--- src/rtl/clk_mon_pkg.sv ---
// clk_mon_pkg: shared types and default parameter values for the clock monitor.

package clk_mon_pkg;

  // Default configuration of the monitor.
  localparam int unsigned SyncStagesDef = 2;
  localparam int unsigned CntWDef       = 16;
  localparam int unsigned TimeoutDef    = 64;
  localparam int unsigned StartEdgesDef = 4;

  // Monitor FSM states.
  typedef enum logic [1:0] {
    StIdle,
    StStart,
    StLock,
    StLost
  } clk_mon_state_t;

endpackage

--- src/rtl/clk_mon_sync.sv ---
// clk_mon_sync: brings the generated clock into the clk domain through a flop chain,
// then a history flop, and flags each rising edge for one clk cycle.

module clk_mon_sync #(
  parameter int unsigned SYNC_STAGES = 2
) (
  input  logic clk,
  input  logic rst,
  input  logic mon_clk,
  output logic mon_edge
);

  logic [SYNC_STAGES-1:0] sync_q;
  logic                   hist_q;

  // Synchronizer chain plus history flop, all cleared by rst.
  always_ff @(posedge clk or posedge rst) begin
    if (rst) begin
      sync_q <= '0;
      hist_q <= 1'b0;
    end else begin
      sync_q <= {sync_q[SYNC_STAGES-2:0], mon_clk};
      hist_q <= sync_q[SYNC_STAGES-1];
    end
  end

  assign mon_edge = sync_q[SYNC_STAGES-1] & ~hist_q;

endmodule

--- src/rtl/clk_mon.sv ---
// clk_mon: consumer-side monitor for the master clock generator. Drives the
// generator enable, measures the generated clock period in clk cycles, declares
// lock after a run of start-up edges and raises a sticky loss-of-clock flag.
// Build macro CLK_MON_STATS_EN adds running min/max period statistics; without it
// period_min/period_max read 0 and stats_clr is ignored.

module clk_mon
  import clk_mon_pkg::*;
#(
  parameter int unsigned SYNC_STAGES = SyncStagesDef,
  parameter int unsigned CNT_W       = CntWDef,
  parameter int unsigned TIMEOUT     = TimeoutDef,
  parameter int unsigned START_EDGES = StartEdgesDef
) (
  input  logic             clk,
  input  logic             rst,
  input  logic             en,
  input  logic             mon_clk,
  input  logic             lost_clr,
  input  logic             stats_clr,
  output logic             gen_en,
  output logic             locked,
  output logic             lost,
  output logic [CNT_W-1:0] period,
  output logic             period_vld,
  output logic [CNT_W-1:0] period_min,
  output logic [CNT_W-1:0] period_max
);

  // Start-up edge counter only has to reach START_EDGES-1; the next edge locks.
  localparam int unsigned EdgeW = (START_EDGES > 1) ? $clog2(START_EDGES) : 1;

  localparam logic [CNT_W-1:0] CntTimeout = CNT_W'(TIMEOUT);
  localparam logic [CNT_W-1:0] CntOne     = CNT_W'(1);
  localparam logic [EdgeW-1:0] EdgeLast   = EdgeW'(START_EDGES - 1);
  localparam logic [EdgeW-1:0] EdgeOne    = EdgeW'(1);

  // Elaboration-time parameter checks.
  if (SYNC_STAGES < 2) begin : gen_chk_sync
    $error("clk_mon: SYNC_STAGES must be at least 2");
  end
  if (TIMEOUT < 2 || longint'(TIMEOUT) >= (longint'(1) << CNT_W)) begin : gen_chk_timeout
    $error("clk_mon: TIMEOUT must satisfy 2 <= TIMEOUT < 2**CNT_W");
  end
  if (START_EDGES < 1) begin : gen_chk_edges
    $error("clk_mon: START_EDGES must be at least 1");
  end

  logic mon_edge;

  clk_mon_sync #(
    .SYNC_STAGES(SYNC_STAGES)
  ) u_sync (
    .clk     (clk),
    .rst     (rst),
    .mon_clk (mon_clk),
    .mon_edge(mon_edge)
  );

  clk_mon_state_t   state_q, state_d;
  logic [CNT_W-1:0] cnt_q, cnt_d;
  logic [EdgeW-1:0] edges_q, edges_d;
  logic [CNT_W-1:0] period_q, period_d;
  logic             vld_q, vld_d;
  logic             gen_en_q, locked_q, lost_q;
  logic [CNT_W-1:0] cnt_inc;
  logic             timeout;
  logic             meas;

  // Period counter saturates rather than wrapping.
  assign cnt_inc = (cnt_q == '1) ? cnt_q : cnt_q + CntOne;

  // An edge in the same cycle as the timeout count wins over the timeout.
  assign timeout = (cnt_q == CntTimeout) && !mon_edge;

  // Next-state, counters and measurement; priority is en, then timeout, then edge.
  always_comb begin
    state_d  = state_q;
    cnt_d    = cnt_q;
    edges_d  = edges_q;
    period_d = period_q;
    vld_d    = 1'b0;
    meas     = 1'b0;

    unique case (state_q)
      StIdle: begin
        cnt_d   = '0;
        edges_d = '0;
        if (en) begin
          state_d = StStart;
        end
      end

      StStart: begin
        if (!en) begin
          state_d = StIdle;
          cnt_d   = '0;
          edges_d = '0;
        end else if (timeout) begin
          state_d = StLost;
          cnt_d   = '0;
          edges_d = '0;
        end else if (mon_edge) begin
          cnt_d = CntOne;
          if (edges_q == EdgeLast) begin
            state_d = StLock;
            edges_d = '0;
          end else begin
            edges_d = edges_q + EdgeOne;
          end
        end else begin
          cnt_d = cnt_inc;
        end
      end

      StLock: begin
        if (!en) begin
          state_d = StIdle;
          cnt_d   = '0;
        end else if (timeout) begin
          state_d = StLost;
          cnt_d   = '0;
        end else if (mon_edge) begin
          period_d = cnt_q;
          vld_d    = 1'b1;
          meas     = 1'b1;
          cnt_d    = CntOne;
        end else begin
          cnt_d = cnt_inc;
        end
      end

      StLost: begin
        cnt_d   = '0;
        edges_d = '0;
        if (lost_clr) begin
          state_d = StIdle;
        end
      end

      default: begin
        state_d = StIdle;
        cnt_d   = '0;
        edges_d = '0;
      end
    endcase
  end

  // State, counters and registered status outputs; reset drops gen_en immediately.
  always_ff @(posedge clk or posedge rst) begin
    if (rst) begin
      state_q  <= StIdle;
      cnt_q    <= '0;
      edges_q  <= '0;
      period_q <= '0;
      vld_q    <= 1'b0;
      gen_en_q <= 1'b0;
      locked_q <= 1'b0;
      lost_q   <= 1'b0;
    end else begin
      state_q  <= state_d;
      cnt_q    <= cnt_d;
      edges_q  <= edges_d;
      period_q <= period_d;
      vld_q    <= vld_d;
      gen_en_q <= (state_d == StStart) || (state_d == StLock);
      locked_q <= (state_d == StLock);
      lost_q   <= (state_d == StLost);
    end
  end

  assign gen_en     = gen_en_q;
  assign locked     = locked_q;
  assign lost       = lost_q;
  assign period     = period_q;
  assign period_vld = vld_q;

`ifdef CLK_MON_STATS_EN
  logic [CNT_W-1:0] min_q, max_q;

  // Running extremes of reported periods; a clear discards a coincident measurement.
  always_ff @(posedge clk or posedge rst) begin
    if (rst) begin
      min_q <= '1;
      max_q <= '0;
    end else if (stats_clr) begin
      min_q <= '1;
      max_q <= '0;
    end else if (meas) begin
      if (cnt_q < min_q) begin
        min_q <= cnt_q;
      end
      if (cnt_q > max_q) begin
        max_q <= cnt_q;
      end
    end
  end

  assign period_min = min_q;
  assign period_max = max_q;
`else
  logic unused_stats;

  assign unused_stats = ^{stats_clr, meas};
  assign period_min   = '0;
  assign period_max   = '0;
`endif

endmodule
--- config.mk ---
export PLATFORM = sky130hd
export DESIGN_NAME = clk_mon
export DESIGN_NICKNAME = d
export VERILOG_FILES = /design/src/rtl/clk_mon_pkg.sv /design/src/rtl/clk_mon_sync.sv /design/src/rtl/clk_mon.sv
export SDC_FILE = /design/constraint.sdc
export NUM_CORES = 1
export LEC_CHECK = 0
export ABC_AREA = 1
export BUFFER_PORTS_ARGS = -buffer_cell sky130_fd_sc_hd__buf_2
export CAP_MARGIN = 20
export CORE_ASPECT_RATIO = 1.4
export CORE_MARGIN = 2
export CORE_UTILIZATION = 50
export DETAILED_ROUTE_END_ITERATION = 7
export MAX_ROUTING_LAYER = met4
export PLACE_DENSITY = 0.75
export SLEW_MARGIN = 5
export SYNTH_ARGS = -nofsm -noshare
export SYNTH_HDL_FRONTEND = slang
export SYNTH_SLANG_ARGS = --single-unit
--- constraint.sdc ---
create_clock -name clk -period 3.2 [get_ports clk]
set_input_delay 0.48 -clock clk [delete_from_list [all_inputs] [get_ports clk]]
set_output_delay 0.48 -clock clk [all_outputs]
set_load 0.03 [all_outputs]
# ---- Word level (Yosys, flattened, before mapping)
# Index checks and enable logic that the tools add are counted.
dict set report classes {
  add_sub_neg 2
  eq_ne 11
  muxes 23
  n_bitwise 3
  n_reduce_logical 9
}
# cell n
set op_table {}
lappend op_table {{two-way mux 16 bit} 4}
lappend op_table {{case mux 16 bit (2 select lines)} 1}
lappend op_table {{two-way mux 2 bit} 12}
lappend op_table {{adder 16 x 1 -> 16 bit (second input constant)} 1}
lappend op_table {{== test 16 bit (second input constant)} 1}
lappend op_table {{== test 16 x 7 -> 1 bit (second input constant)} 1}
lappend op_table {{== test 2 bit (second input constant)} 5}
lappend op_table {{case mux 2 bit (4 select lines)} 1}
lappend op_table {{!= test 5 bit (second input constant)} 1}
lappend op_table {{== test 2 x 1 -> 1 bit (second input constant)} 2}
lappend op_table {{two-way mux 1 bit} 4}
lappend op_table {{!= test 4 bit (second input constant)} 1}
lappend op_table {{case mux 2 bit (2 select lines)} 1}
lappend op_table {{AND reduction 4 bit} 1}
lappend op_table {{OR reduction 2 bit} 2}
lappend op_table {{adder 2 x 1 -> 2 bit (second input constant)} 1}
lappend op_table {{zero test 2 bit} 1}
lappend op_table {{inverter 1 bit} 2}
lappend op_table {{AND reduction 2 bit} 1}
lappend op_table {{nonzero test 2 bit} 1}
lappend op_table {{AND 1 bit} 1}
lappend op_table {{logical AND 1 bit} 1}
lappend op_table {{zero test 1 bit} 1}
lappend op_table {{logical OR 1 bit} 1}
dict set report word_totals {
  ff_bits 43
  in_bits 6
  out_inout_bits 52
}

# ---- Depth between registers and ports, before layout
# Gate-level depths: netlist of the first run.
dict set report logic_depth {
  word_depth 9
  depth_mapped 11
}

# ---- Cells and area by module
# A second synthesis of the first run with hierarchy kept.
dict set report unflattened {
  cells_unflattened 316
  hier_area_um2 2516.2
}
# module instances cells_each area_per_inst_um2 seq_area_each_um2
set by_module_without_submodules {}
lappend by_module_without_submodules {clk_mon 1 310 2427.3 1001.0}
lappend by_module_without_submodules {clk_mon_sync 1 6 88.8 75.1}

# ---- Worst setup path after synthesis of the first run
# Ideal clock, no wire load.
dict set report synth_path {
  kind {register -> register}
  from {register cnt_q[0]}
  to {register gen_en_q, in the netlist gen_en}
  setup_time_ps 113
  arrival_time_ps 1509
  required_time_ps 3087
  slack_ps 1578
  path_stages_with_launch 12
  period_less_slack_ps 1622
  cell_sequence {dfrtp_1 -> inv_1 -> ha_1 -> nand4_1 -> nor2_1 -> nand3_1 -> nand2_1 -> nand2_1 -> nand2_1 -> inv_1 -> ha_1 -> inv_1}
}
dict set report synth_between {
  elab_chain_len 7
  word_cells_on_any_way 10
  cone_classes {eq/ne: 3; mux: 5; reduce/logical: 2}
}
# item line
set synth_lines {}
lappend synth_lines {{start, declared} clk_mon.sv:61} ;# logic [CNT_W-1:0] cnt_q, cnt_d;
lappend synth_lines {{start signal, assigned} clk_mon.sv:162} ;# cnt_q <= cnt_d;
lappend synth_lines {{== test 16 x 7 -> 1 bit (*)} clk_mon.sv:74} ;# assign timeout = (cnt_q == CntTimeout) && !mon_edge;
lappend synth_lines {{logical AND 1 bit (*)} clk_mon.sv:74}
lappend synth_lines {{two-way mux 2 bit, on equally long branches} {clk_mon.sv:120, clk_mon.sv:99}}
lappend synth_lines {{two-way mux 2 bit, on equally long branches} {clk_mon.sv:117, clk_mon.sv:95}}
lappend synth_lines {{case mux 2 bit (4 select lines) (*)} clk_mon.sv:85} ;# unique case (state_q)
lappend synth_lines {{named net state_d[0]} clk_mon.sv:60} ;# clk_mon_state_t state_q, state_d;
lappend synth_lines {{== test 2 x 1 -> 1 bit / == test 2 bit (equally long branches)} clk_mon.sv:166} ;# gen_en_q <= (state_d == StStart) || (state_d == StLock);
lappend synth_lines {{logical OR 1 bit (*)} clk_mon.sv:166}
lappend synth_lines {{end signal, assigned} clk_mon.sv:166}
lappend synth_lines {{end, declared} clk_mon.sv:65} ;# logic gen_en_q, locked_q, lost_q;
# Mark *: on every way through the listed nets, which the timed path passes. The rest lies on a longest branch.
# A chain may end at the register's enable or synchronous reset.

# ---- Worst setup path in the final report of the first run
# Same ends and word-level chain as after synthesis.

==> impl_metrics.ini, run 1 <==
[outcome]
outcome = finished clean

[die]
initial_core_util = 0.521
die_area_mm2 = 0.00564
coreArea_mm2 = 0.00484
num_rows = 30
io-pin-count = 58
die_h_um = 88.0
fp.dieW_um = 64.0

[clock_tree]
cts_inserted_buffers = 5
hold_buffers = 0
clockRootBuffer = clkbuf_8
cts_resized = 0
cts_tree = done
clk_latency_ns = 0.30
clock_path_buffers = 2
htree_levels = 2
clkTransAtPathRegs_ns = 0.08
clock_sinks = 43
post-cts-setup-buffers = 0

[sta]
fin_worst_skew_ns = 0.00502
post-route-min-period_ns = 2.00
worst_pin_slew_ns = 0.883
slew-limit-headroom = 0.411
rsz0062_at_grt = false
fin_crit_sh = 0.624
final.setup.tns_ns = 0
setup_viol = 0
slew_viol_final = 0
hold_viol = 0
fmax_mhz = 500

[power]
p_leak_nw = 1.41
internal-power_mw = 0.808
clkPwrFrac = 0.269
swShare = 0.343
pwr-share-seq = 0.490
p_sw_mw = 0.423
power-per-cell-area_mw_per_mm2 = 461
p_comb_frac = 0.241
vdd.ir_drop.worst_v = 0.000232

[layout]
area_growth_pct = 5.75
diodes = 0
layout-drive-gt1-share = 0.136
final_nets = 367
utilization = 0.551

[logic_synthesis]
yosys-top-cells-area = dfrtp_1 43%, nand2_1 11%, buf_4 9.8%
avgSynthCellArea_um2 = 7.76
synth-seq-cells = 43
seq_area_frac_synth = 0.427
netlist_area_mm2 = 0.00252
yosys.area.top_type = dfrtp_1
netlist.area_leader.share = 0.427
syn-instance-count = 325
yosysWarnings = 0
yosys.cell_types.count = 24

[routing]
dr.pass1.iters = 4
drtIter0Drc = 122
vias = 2031
drcViolationCount = 0
avgRoutedWirePerCell_um = 11.8
totalWireLength_um = 4940
drt-vias-per-instance = 4.87
ant_nets = 0

[global_route]
track_usage = 0.206
antenna_found_initial = 0
grt_pass1_wl_um = 8540
grt_max_degree = 31
overflow = 0
grt_pass1_vias = 1923

[worst_setup_path]
r2r_cells = 8
arrival_ns = 2.24
critPathLaunchType = register
reg2reg_setup_slack_ns = 1.20
worstPathMaxFanout = 7
r2r_start = cnt_q[0]$_DFFE_PP0P_
reg2reg_to = gen_en$_DFF_PP0_
worstSetupPathType = register to register
required_ns = 3.45
critPathCaptureType = register

[place]
portBuffers = 24
dp_hpwl_um = 3870
place.gp.congestion = 0.885

[worst_hold_path]
min_path_cells = 1
hold_end = u_sync.sync_q[0]$_DFF_PP0_
worstHoldStart = mon_clk
hold_path.class = input pin to register

[flow_run]
cap_violations = 0
## layout by cell type (no fill, tap or decap)
cell type  count
a211oi_1       1
a21o_1         1
a21oi_1        4
a31oi_1        3
buf_2         24
buf_4          2
clkbuf_1       2
clkbuf_8       5
clkinv_2       1
conb_1        32
dfrtp_1       43
ha_1           9
inv_1         36
inv_2          2
nand2_1       75
nand2_2        4
nand3_1       27
nand3_2        2
nand4_1        4
nor2_1        36
nor2_2         4
nor2_4         2
nor3_1         4
nor3_4         2
o21ai_0       20
o21ai_1        7
xor2_1         1
## critical path: stages (launching register included)
cell	delay [ns]
dfrtp_1	0.46
inv_1	0.16
ha_1	0.25
nand4_1	0.12
nor2_1	0.09
nand3_1	0.17
a31oi_1	0.34
ha_1	0.30
inv_1	0.05
## synthesized netlist by cell type
master,n
nand2_2,4
nor2_4,2
a21oi_1,4
nor3_1,4
nand3_2,2
nand4_1,4
o21ai_0,20
ha_1,9
o21ai_1,7
nor2_2,4
nor3_4,2
nand3_1,27
a211oi_1,1
inv_1,36
nor2_1,36
buf_2,4
xor2_1,1
a31oi_1,3
a21o_1,1
nand2_1,75
dfrtp_1,43
inv_2,2
conb_1,1
buf_4,33
## worst max path at each step
stage          slack, ns  depth (start not counted)                 start                to
2_1_floorplan       1.58                         11  cnt_q[0]$_DFFE_PP0P_  gen_en$_DFF_PP0_
3_3_place_gp        1.31                          8  cnt_q[0]$_DFFE_PP0P_  gen_en$_DFF_PP0_
3_5_place_dp        1.24                          8  cnt_q[0]$_DFFE_PP0P_  gen_en$_DFF_PP0_
4_1_cts             1.23                          8  cnt_q[0]$_DFFE_PP0P_  gen_en$_DFF_PP0_
5_1_grt             1.08                         11  cnt_q[0]$_DFFE_PP0P_  gen_en$_DFF_PP0_
6_report            1.20                          8  cnt_q[0]$_DFFE_PP0P_  gen_en$_DFF_PP0_
## power groups by stage
stage / Combinational [mW] / Clock [mW] / Sequential, mW
after floorplan: 0.232 / 0 / 0.641
after global placement: 0.283 / 0 / 0.613
after detailed placement: 0.292 / 0 / 0.614
after CTS: 0.294 / 0.337 / 0.603
after global routing: 0.330 / 0.365 / 0.607
final: 0.297 / 0.332 / 0.603
## sequential cells by signal (all words and copies together), names as in the netlist
signal	count
lost	1
locked	1
gen_en	1
u_sync.sync_q	2
u_sync.hist_q	1
cnt_q	16
state_q	2
period	16
edges_q	2
period_vld	1
## metrics by stage
step | worst slack, ns | hold slack [ns] | total power [mW] | area, um2 | cells
floorplan | 1.58 | 0.331 | 0.873 | 2640 | 356
finish | 1.20 | 0.284 | 1.23 | 2670 | 417
CTS | 1.23 | 0.281 | 1.23 | 2670 | 417
global placement | 1.31 | 0.338 | 0.896 | 2590 | 409
global route | 1.08 | 0.264 | 1.30 | 2670 | 417
detailed placement | 1.24 | 0.340 | 0.906 | 2590 | 409
## kinds of logic after synthesis
logic type / synth area share
buf+inv: 0.163
flops: 0.427
other cells: 0.00149
fa+ha+maj: 0.0446
compound gates: 0.0749
xor+xnor: 0.00347
simple gates: 0.286
## final cells by class
type                       count  area, um2
clock buffer                   7       76.3
timing repair buffer          26        135
fill                         455       2170
tap                           64       80.1
inverter                      38        143
clock inverter                 1       5.00
sequential                    43       1080
multi-input combinational    238       1150
## layer usage
layer	global-route usage	part of all wire	vias to the layer above
li1	-	-	1018
met1	0.214	0.40	933
met2	0.358	0.51	66
met3	0.0450	0.046	14
met4	0.117	0.040	0
met5	-	0	-
(Power assumes the default switching activity.)
==> inputs of run 2 (changes only) <==
==> constraint.sdc (replaced) <==
create_clock -name clk -period 1.95 [get_ports clk]
set_input_delay 0.2925 -clock clk [delete_from_list [all_inputs] [get_ports clk]]
set_output_delay 0.2925 -clock clk [all_outputs]
set_load 0.03 [all_outputs]
==> impl_metrics.ini, run 2 (synthesis results as in run 1) <==
[layout]
layout-drive-gt1-share = 0.164
area_growth_pct = 8.38
diodes = 0
final_common_cell = nand2_1
final_cell_mix = 74 x nand2_1, 43 x dfrtp_1, 36 x inv_1, 36 x nor2_1, 32 x conb_1
final_nets = 374
stdcell_count = 424

[sta]
worst_pin_slew_ns = 0.525
fin_worst_skew_ns = 0.0103
hold_viol = 0
fmax_mhz = 562
rsz0062_at_grt = false
post-route-min-period_ns = 1.78
setup_viol = 0
whs_ns = 0.104
slew-limit-headroom = 0.650
slew_viol_final = 0
final.setup.tns_ns = 0
fin_crit_sh = 0.912

[power]
power-per-cell-area_mw_per_mm2 = 748
p_leak_nw = 1.44
vdd.ir_drop.worst_v = 0.000475

[clock_tree]
clk_latency_ns = 0.30
post-cts-setup-buffers = 0
clock_path_buffers = 2
cts_inserted_buffers = 5
clkTransAtPathRegs_ns = 0.08
htree_levels = 2
clock_sinks = 43
cts_tree = done
clockRootBuffer = clkbuf_8

[die]
initial_core_util = 0.521
die_h_um = 88.0
fp.dieW_um = 64.0
num_rows = 30
coreArea_mm2 = 0.00484
die_area_mm2 = 0.00564
io-pin-count = 58

[place]
dp_hpwl_um = 4010
place.gp.congestion = 0.872
placed_cells = 416
portBuffers = 24

[worst_setup_path]
required_ns = 2.14
reg2reg_setup_slack_ns = 0.17
worstPathMaxFanout = 4
crit_buf_inv = 3
reg2reg_to = gen_en$_DFF_PP0_
arrival_ns = 1.97
r2r_start = cnt_q[1]$_DFFE_PP0P_
path_cells = inv_1, ha_2, nand4_1, nor2_1, nand3_2, nand2_1, nand2_1, nand2_2, inv_1, ha_1, inv_1
cp_top_family = simple AND/OR/NAND/NOR gates
worstSetupPathType = register to register
slowest_delay_ns = 0.42
critPathLaunchType = register
crit_top_cell = inv_1
critPathCaptureType = register
critical-path-slowest-cell = dfrtp_1
r2r_cells = 11

[routing]
drcViolationCount = 0
drt-vias-per-instance = 4.93
drtIter0Drc = 125
vias = 2091
dr.pass1.iters = 4
avgRoutedWirePerCell_um = 11.9
ant_nets = 0
totalWireLength_um = 5060

[global_route]
overflow = 0
antenna_found_initial = 0
grt_pass1_wl_um = 8370
grt_max_degree = 44
grt_pass1_vias = 1898
track_usage = 0.197

[outcome]
outcome = finished clean

[worst_hold_path]
hold_end = u_sync.sync_q[0]$_DFF_PP0_
min_path_cells = 1
worstHoldStart = mon_clk
hold_path.class = input pin to register

[flow_run]
cap_violations = 0
[run 2: cell types whose count changed in the layout (fill, tap and decap cells not counted)]
cell	previous run	this run
nand2_2	4	5
nand3_2	2	3
nand2_1	75	74
buf_4	2	9
nand3_1	27	26
ha_1	9	8
clkinvlp_4	0	1
ha_2	0	1
clkbuf_1	2	1
[run 2: final cells by class]
type	instances	area (um2)
clock inverter	2	12.5
sequential	43	1080
inverter	38	143
fill	467	2110
tap	64	80.1
multi-input combinational	238	1160
timing repair buffer	33	188
clock buffer	6	72.6
[run 2: routing by layer]
metal | vias to the layer above | part of all wire | global-route usage
li1 | 1035 | - | -
met1 | 953 | 0.38 | 0.212
met2 | 82 | 0.51 | 0.346
met3 | 21 | 0.059 | 0.0296
met4 | 0 | 0.042 | 0.109
met5 | - | 0 | -
[run 2: timing repair]
item                       CTS  global route
setup endpoints to repair    0             1
gates resized for setup      0             3
hold buffers                 0             0
[run 2: worst max-delay path by stage]
stage / cells after the start / to / startpoint / slack [ns]
2_1_floorplan: 11 / gen_en$_DFF_PP0_ / cnt_q[0]$_DFFE_PP0P_ / 0.33
3_3_place_gp: 11 / gen_en$_DFF_PP0_ / cnt_q[0]$_DFFE_PP0P_ / 0.22
3_5_place_dp: 11 / gen_en$_DFF_PP0_ / cnt_q[1]$_DFFE_PP0P_ / 0.16
4_1_cts: 11 / gen_en$_DFF_PP0_ / cnt_q[1]$_DFFE_PP0P_ / 0.12
5_1_grt: 11 / gen_en$_DFF_PP0_ / cnt_q[1]$_DFFE_PP0P_ / 0.006
6_report: 11 / gen_en$_DFF_PP0_ / cnt_q[1]$_DFFE_PP0P_ / 0.17
[run 2: stage by stage]
step | area (um2) | power [mW] | worst slack, ns | util
2_1_floorplan | 2640 | 1.43 | 0.328 | -
3_3_place_gp | 2640 | 1.49 | 0.225 | 0.545
3_5_place_dp | 2640 | 1.51 | 0.157 | 0.545
4_1_cts | 2720 | 2.05 | 0.116 | 0.563
5_1_grt | 2730 | 2.16 | 0.00593 | 0.565
6_report | 2730 | 2.04 | 0.172 | 0.565
[run 2: report_power, final]
| group | switching, mW | internal, mW | leakage [nW] | total (mW) |
|---|---|---|---|---|
| registers | 0.0400 | 0.949 | 0.556 | 0.989 |
| logic | 0.365 | 0.149 | 0.842 | 0.514 |
| clock network | 0.291 | 0.250 | 0.0412 | 0.541 |
| total | 0.696 | 1.35 | 1.44 | 2.04 |
